**config.mk**
```make
export PLATFORM = sky130hd
export DESIGN_NAME = bus_arbiter_flat
export DESIGN_NICKNAME = d
export VERILOG_FILES = /design/src/rtl/bus_arbiter_if.sv /design/src/rtl/bus_arbiter.sv /design/src/flat_wrapper.sv
export SDC_FILE = /design/constraint.sdc
export NUM_CORES = 1
export LEC_CHECK = 0
export ABC_AREA = 1
export CAP_MARGIN = 20
export CORE_ASPECT_RATIO = 0.9
export CORE_MARGIN = 2
export CORE_UTILIZATION = 45
export CTS_CLUSTER_DIAMETER = 80
export CTS_CLUSTER_SIZE = 28
export DETAILED_ROUTE_END_ITERATION = 10
export GPL_TIMING_DRIVEN = 0
export PLACE_DENSITY = 0.67
export SLEW_MARGIN = 20
export SYNTH_ARGS = -nofsm -noshare
export SYNTH_HDL_FRONTEND = slang
export SYNTH_SLANG_ARGS = --single-unit
export TNS_END_PERCENT = 10
```
**constraint.sdc**
```tcl
create_clock -name clock -period 4.45 [get_ports clock]
set_input_delay 0.445 -clock clock [delete_from_list [all_inputs] [get_ports clock]]
set_output_delay 0.445 -clock clock [all_outputs]
set_load 0.02 [all_outputs]
```
**src/rtl/bus_arbiter_if.sv**
```systemverilog
// Request/grant and transaction-framing signals shared between the bus masters and the arbiter.
// The slave modport is the arbiter's view; the master modport is the requester/bus side.
interface bus_arbiter_if #(
  parameter int nrOfMasters = 4
);
  logic [nrOfMasters-1:0] requests;
  logic [nrOfMasters-1:0] grants;
  logic                   beginTransactionIn;
  logic                   endTransactionIn;
  logic                   busErrorIn;
  logic                   arbEndTransactionOut;
  logic                   arbBusErrorOut;
  logic [2:0]             activeMaster;
  logic                   busIdle;

  modport slave (
    input  requests, beginTransactionIn, endTransactionIn, busErrorIn,
    output grants, arbEndTransactionOut, arbBusErrorOut, activeMaster, busIdle
  );

  modport master (
    output requests, beginTransactionIn, endTransactionIn, busErrorIn,
    input  grants, arbEndTransactionOut, arbBusErrorOut, activeMaster, busIdle
  );
endinterface

```
**src/rtl/bus_arbiter.sv**
```systemverilog
// Round-robin system-bus arbiter with transaction tracking and a watchdog that
// forces a release (with bus error / end pulses) when a grantee stalls.
module bus_arbiter #(
  parameter int nrOfMasters   = 4,
  parameter int timeoutCycles = 1024
) (
  input logic          clock,
  input logic          reset,
  bus_arbiter_if.slave bus
);
  localparam int CW = $clog2(timeoutCycles + 1);
  localparam logic [CW-1:0] LAST_COUNT = CW'(timeoutCycles - 1);
  localparam logic [2:0] LAST_IDX = 3'(nrOfMasters - 1);
  localparam logic [3:0] NR_MASTERS = 4'(nrOfMasters);
  localparam logic [nrOfMasters-1:0] GRANT_LSB = {{(nrOfMasters-1){1'b0}}, 1'b1};

  typedef enum logic [1:0] {
    IDLE    = 2'd0,
    GRANTED = 2'd1,
    BUSY    = 2'd2,
    RELEASE = 2'd3
  } state_e;

  state_e                 state_q, state_d;
  logic [nrOfMasters-1:0] grants_q, grants_d;
  logic [2:0]             active_q, active_d;
  logic [2:0]             pointer_q, pointer_d;
  logic [CW-1:0]          count_q, count_d;
  logic                   arb_end_q, arb_end_d;
  logic                   arb_err_q, arb_err_d;
  logic                   bus_idle_q, bus_idle_d;

  logic [2*nrOfMasters-1:0] dbl_s;
  logic [nrOfMasters-1:0]   rot_s;
  logic                     found_s;
  logic [3:0]               offset_s;
  logic [3:0]               sum_s;
  logic [2:0]               winner_s;
  logic                     expire_s;

  // Rotate requests so the pointer sits at bit 0, take the lowest set bit, then map back
  always_comb begin
    dbl_s    = {bus.requests, bus.requests};
    rot_s    = nrOfMasters'(dbl_s >> pointer_q);
    found_s  = 1'b0;
    offset_s = 4'd0;
    for (int j = 0; j < nrOfMasters; j++) begin
      if (!found_s && rot_s[j]) begin
        found_s  = 1'b1;
        offset_s = 4'(j);
      end else begin
        found_s  = found_s;
      end
    end
    sum_s = {1'b0, pointer_q} + offset_s;
    if (sum_s >= NR_MASTERS) begin
      winner_s = 3'(sum_s - NR_MASTERS);
    end else begin
      winner_s = 3'(sum_s);
    end
  end

  // Next-state decisions; an end/error or begin in the expiry cycle beats the watchdog
  always_comb begin
    state_d   = state_q;
    grants_d  = grants_q;
    active_d  = active_q;
    pointer_d = pointer_q;
    count_d   = count_q + CW'(1);
    arb_end_d = 1'b0;
    arb_err_d = 1'b0;
    expire_s  = (count_q == LAST_COUNT);
    case (state_q)
      IDLE: begin
        count_d = '0;
        if (found_s) begin
          state_d  = GRANTED;
          grants_d = GRANT_LSB << winner_s;
          active_d = winner_s;
        end else begin
          grants_d = '0;
        end
      end
      GRANTED: begin
        if (bus.beginTransactionIn) begin
          state_d = BUSY;
          count_d = '0;
        end else if (expire_s) begin
          state_d   = RELEASE;
          grants_d  = '0;
          count_d   = '0;
          arb_err_d = 1'b1;
        end else begin
          state_d = GRANTED;
        end
      end
      BUSY: begin
        if (bus.endTransactionIn || bus.busErrorIn) begin
          state_d  = RELEASE;
          grants_d = '0;
          count_d  = '0;
        end else if (expire_s) begin
          state_d   = RELEASE;
          grants_d  = '0;
          count_d   = '0;
          arb_end_d = 1'b1;
          arb_err_d = 1'b1;
        end else begin
          state_d = BUSY;
        end
      end
      RELEASE: begin
        state_d  = IDLE;
        grants_d = '0;
        count_d  = '0;
        if (active_q == LAST_IDX) begin
          pointer_d = 3'd0;
        end else begin
          pointer_d = active_q + 3'd1;
        end
      end
      default: begin
        state_d  = IDLE;
        grants_d = '0;
        count_d  = '0;
      end
    endcase
    bus_idle_d = (state_d == IDLE);
  end

  // Arbiter state and all registered outputs
  always_ff @(posedge clock) begin
    if (reset) begin
      state_q    <= IDLE;
      grants_q   <= '0;
      active_q   <= 3'd0;
      pointer_q  <= 3'd0;
      count_q    <= '0;
      arb_end_q  <= 1'b0;
      arb_err_q  <= 1'b0;
      bus_idle_q <= 1'b1;
    end else begin
      state_q    <= state_d;
      grants_q   <= grants_d;
      active_q   <= active_d;
      pointer_q  <= pointer_d;
      count_q    <= count_d;
      arb_end_q  <= arb_end_d;
      arb_err_q  <= arb_err_d;
      bus_idle_q <= bus_idle_d;
    end
  end

  assign bus.grants               = grants_q;
  assign bus.activeMaster         = active_q;
  assign bus.arbEndTransactionOut = arb_end_q;
  assign bus.arbBusErrorOut       = arb_err_q;
  assign bus.busIdle              = bus_idle_q;

endmodule

```
**src/flat_wrapper.sv**
```systemverilog
// flat-port wrapper written by rule: the top's interface ports become plain ports
module bus_arbiter_flat 
#(
  parameter int nrOfMasters   = 4,
  parameter int timeoutCycles = 1024
)
  (clock, reset, bus_requests, bus_beginTransactionIn, bus_endTransactionIn, bus_busErrorIn, bus_grants, bus_arbEndTransactionOut, bus_arbBusErrorOut, bus_activeMaster, bus_busIdle);
  bus_arbiter_if #(.nrOfMasters(nrOfMasters)) bus_i ();
  input logic clock;
  input logic reset;
  input wire logic [$bits(bus_i.requests)-1:0] bus_requests;
  input wire logic [$bits(bus_i.beginTransactionIn)-1:0] bus_beginTransactionIn;
  input wire logic [$bits(bus_i.endTransactionIn)-1:0] bus_endTransactionIn;
  input wire logic [$bits(bus_i.busErrorIn)-1:0] bus_busErrorIn;
  output wire logic [$bits(bus_i.grants)-1:0] bus_grants;
  output wire logic [$bits(bus_i.arbEndTransactionOut)-1:0] bus_arbEndTransactionOut;
  output wire logic [$bits(bus_i.arbBusErrorOut)-1:0] bus_arbBusErrorOut;
  output wire logic [$bits(bus_i.activeMaster)-1:0] bus_activeMaster;
  output wire logic [$bits(bus_i.busIdle)-1:0] bus_busIdle;
  assign bus_i.requests = bus_requests;
  assign bus_i.beginTransactionIn = bus_beginTransactionIn;
  assign bus_i.endTransactionIn = bus_endTransactionIn;
  assign bus_i.busErrorIn = bus_busErrorIn;
  assign bus_grants = bus_i.grants;
  assign bus_arbEndTransactionOut = bus_i.arbEndTransactionOut;
  assign bus_arbBusErrorOut = bus_i.arbBusErrorOut;
  assign bus_activeMaster = bus_i.activeMaster;
  assign bus_busIdle = bus_i.busIdle;
  bus_arbiter #(.nrOfMasters(nrOfMasters), .timeoutCycles(timeoutCycles)) u_core (.clock(clock), .reset(reset), .bus(bus_i));
endmodule
```
==> flow_results.org <==
** Floorplan
- The floorplan has 19 rows.
- Pin placement for this block handled 19 I/O pins.
- The die covers between 0.003 and 0.004 mm^2.
- Core area :: slightly above 0.003 mm^2
- Measured along the y axis, the die boundary spans around 58 um.
- Overall die width :: approximately 64 um
- For this configuration, the core starts out at a cell density of a little under half.

** CTS
- Number of buffers inserted during clock tree synthesis :: 3
- For this design, the CTS-stage hold fixing added 0 buffers.
- Max H-tree Level :: 1
- Once the clock tree was built, the resizer swapped 0 gates to a different size.
- The tree built by TritonCTS fans out to 26 sinks.
- The number of setup buffers added after CTS is 0.
- Reg clk slew, reported paths :: ~0.15 ns
- Clock buffer depth :: 2
- TritonCTS clock tree :: yes
- Library cell used as clock root buffer :: sky130_fd_sc_hd__clkbuf_4
- The clock reaches the later pin of the worst-skew pair after around 0.32 ns.

** Synthesis
- For this run, the register share of the synthesized area comes to 35.8%.
- When the netlist entered floorplanning its net count stood at about 220.
- Post-synthesis average cell area :: between 7 and 8 um^2
- After technology mapping, the gate count stands at around 200.
- EDFF count, synth :: 0
- Yosys reg bits :: 26
- Post-synthesis cell type count :: 29
- Largest area contributor in the netlist :: sky130_fd_sc_hd__dfxtp_1
- Most frequently used cell type in the post-synthesis netlist :: sky130_fd_sc_hd__nand2_1
- Synth Flop Type :: sky130_fd_sc_hd__dfxtp_1
- The commonest cells after synthesis are 48 x sky130_fd_sc_hd__nand2_1, 26 x sky130_fd_sc_hd__dfxtp_1, 24 x sky130_fd_sc_hd__inv_1.
- For this run, the number of Yosys warnings is 0.
- Of the post-synthesis cell area, the dominant cell type holds 35.8%.
- Top area cells in the synthesized netlist :: sky130_fd_sc_hd__dfxtp_1 36%, sky130_fd_sc_hd__nand2_1 12%, sky130_fd_sc_hd__ha_1 6.9%
- In the synthesized netlist the async set-or-reset flop fraction comes to 0%.
- Syn Std Cell Area :: 0.00145 mm^2

** Layout
- After filler insertion, the fill cell instance count of the layout stands at slightly above 300.
- Summing all flip-flop and latch instances after layout gives 520 um^2.
- Summing all multi-input logic gate instances after layout gives between 800 and 900 um^2.
- Of the cells placed in the final design, the portion with a size suffix greater than 1 is approximately 7.5%.
- For this run, the post-layout net count is about 250.
- Antenna Diode Count :: 0
- The area growth from synthesis to layout is 18.9%.

** Global route
- Global-route wire length before repair :: 5.26 mm
- Global routing used approximately 18% of the available tracks.
- The initial antenna violation count was 0.
- Remaining global-route overflow :: 0
- The via count of the first global-routing pass was approximately 1200.
- Largest net degree at the start of global routing :: 16

** Hold path
- Start point of the worst min-delay path :: u_core.bus.grants[3]
- Hold/Removal Path Class :: reg2reg

** Routing
- Summed over all layers, the routed wires come to 3.01 mm.
- Drt first pass iters :: 4
- Via-per-instance ratio :: slightly above 5
- Across all layers, the routed design uses between 1000 and 1500 vias.
- Drc violations :: 0
- In the final routed layout, each cell accounts on average for about 11 um.
- Detailed Route Iter0 Violations :: 32
- Post-route ant nets :: 0

** Job
- Max Cap Violations :: 0

** Power
- Share of power burned in combinational logic :: 25.8%
- Post-route total power :: roughly 570 uW
- The worst-case IR drop observed on VDD is 185 uV.
- Total internal power :: 401 uW
- Clock power frac :: around 29%
- Net load switching power :: roughly 170 uW
- For this design the ratio of total power to cell area is between 300 and 400 mW/mm^2.
- Net switching is approximately 30% of the power.
- Sequential cells account for between 40% and 50% of the total power.
- Leak Pwr :: a little under 0.0008 uW

** Critical path
- Largest fanout of any net on the critical path :: 6
- The critical path in this run is classified as reg2reg.
- Worst Path Required :: 4.71 ns
- Worst reg2reg path startpoint :: u_core.pointer_q[1]
- Crit end category :: flop
- Arrival time at the worst endpoint :: around 2.7 ns
- Kind of start point of the critical path :: flop
- Critical path origin :: u_core.pointer_q[1]

** STA
- Fmax :: slightly above 0.4 GHz
- Number of failing setup endpoints in the final timing report :: 0
- At the pin with the least slew margin, the transition time is around 0.4 ns.
- Setup slack closes at a little under 2 ns.
- Period Utilization, post-route :: between 50% and 60%
- The worst path in the final design needs a cycle of around 2.5 ns, including I/O delays and setup.
- Final hold analysis gives a worst-case slack of 0.477 ns.
- Hold Vio Cnt, Final :: 0
- Skew final :: 0.00721 ns
- Headroom to the max-slew limit came out at 73.4%.
- After routing, the total negative slack on setup checks comes to 0 ns.
- Setup repair after global routing missed its margin :: false
- The count of final max-slew check failures is 0.

** Status
- The run finished with clean final reports.

** Place
- At the end of routability-driven placement, the weighted congestion stood at roughly 0.86.
- Prior to clock tree synthesis, the placed netlist has a worst setup slack of between 1.5 and 2 ns.
- Input and output buffers added on the ports amount to 17.
- The HPWL after detailed placement is ~2.4 mm.
## through the flow
| step | std cells | utilization [%] | cell area [um^2] |
|---|---|---|---|
| after floorplan | 206 | - | 1450 |
| after global placement | 265 | 54.7 | 1680 |
| after detailed placement | 265 | 54.7 | 1680 |
| after CTS | 269 | 56.4 | 1730 |
| after global routing | 269 | 56.4 | 1730 |
| final | 269 | 56.4 | 1730 |
## cell type report
type / instances / area share, %
buffer: 2 / 1.01
clock inverter: 1 / 1.74
multi-input combinational: 152 / 47.3
tap: 42 / 3.04
inverter: 26 / 5.64
sequential: 26 / 30.1
timing repair buffer: 17 / 9.84
clock buffer: 3 / 1.30
## per-layer routing
layer | wire, um | vias to the layer above | global-route usage, %
met5 | 0 | - | 0
met4 | 44 | 0 | 7.45
met3 | 130 | 4 | 1.75
met2 | 1350 | 30 | 29.0
met1 | 1480 | 606 | 24.4
li1 | - | 713 | -
## logic make-up (layout without fill, tap and decap cells)
| group | count (synthesis) | in the layout | share of synthesized area, % |
|---|---|---|---|
| xor gates and xnor gates | 3 | 3 | 1.81 |
| AOI/OAI and AO/OA | 26 | 26 | 9.90 |
| buffers and inverters | 28 | 49 | 7.92 |
| and+or+nand+nor | 114 | 114 | 36.3 |
| DFF | 26 | 26 | 35.8 |
| adders and majority gates | 9 | 9 | 8.26 |
## final timing paths
path                                             end  slack [ns]  depth (start not counted)
worst max-delay path            u_core.bus.grants[0]        1.97                         11
worst min-delay path            u_core.bus.grants[3]        0.48                          2
worst max register to register  u_core.bus.grants[0]        1.97                         11
worst min register to register  u_core.bus.grants[3]        0.48                          2
## worst max-delay path, stage by stage (launching register included)
cell,delay [ns]
sky130_fd_sc_hd__dfxtp_1,0.48
sky130_fd_sc_hd__inv_1,0.17
sky130_fd_sc_hd__nor2_1,0.17
sky130_fd_sc_hd__nand2_1,0.10
sky130_fd_sc_hd__nand3_2,0.10
sky130_fd_sc_hd__nand3_1,0.07
sky130_fd_sc_hd__a21boi_0,0.18
sky130_fd_sc_hd__ha_1,0.22
sky130_fd_sc_hd__fa_1,0.50
sky130_fd_sc_hd__nor3_1,0.20
sky130_fd_sc_hd__nand3_1,0.11
sky130_fd_sc_hd__a21oi_1,0.13
## sequential cells by signal (all words and copies together) (netlist names)
signal	flops
u_core.bus.arbEndTransactionOut	1
u_core.state_q	2
u_core.bus.arbBusErrorOut	1
u_core.bus.busIdle	1
u_core.count_q	11
u_core.pointer_q	3
u_core.bus.grants	4
u_core.bus.activeMaster	3
## power groups by stage
stage / Combinational, uW / Sequential, uW / Clock [uW]
floorplan: 93.4 / 272 / 0
global placement: 143 / 263 / 0
detailed placement: 147 / 264 / 0
CTS: 148 / 259 / 168
global route: 164 / 261 / 174
finish: 147 / 259 / 163
## placed cells by master (no fill, tap or decap), types with 2 or more instances in the layout
cell / instances
sky130_fd_sc_hd__nand2_1: 48
sky130_fd_sc_hd__clkdlybuf4s50_1: 17
sky130_fd_sc_hd__nand3_1: 20
sky130_fd_sc_hd__nand4_1: 5
sky130_fd_sc_hd__ha_1: 8
sky130_fd_sc_hd__a21oi_1: 13
sky130_fd_sc_hd__nor2_1: 23
sky130_fd_sc_hd__clkbuf_4: 3
sky130_fd_sc_hd__inv_2: 2
sky130_fd_sc_hd__nand2_4: 2
sky130_fd_sc_hd__nand2_2: 4
sky130_fd_sc_hd__xnor2_1: 2
sky130_fd_sc_hd__dfxtp_1: 26
sky130_fd_sc_hd__nor3_1: 6
sky130_fd_sc_hd__inv_1: 24
sky130_fd_sc_hd__o21ai_0: 8
Note: power is estimated with default switching activity, not from simulation.
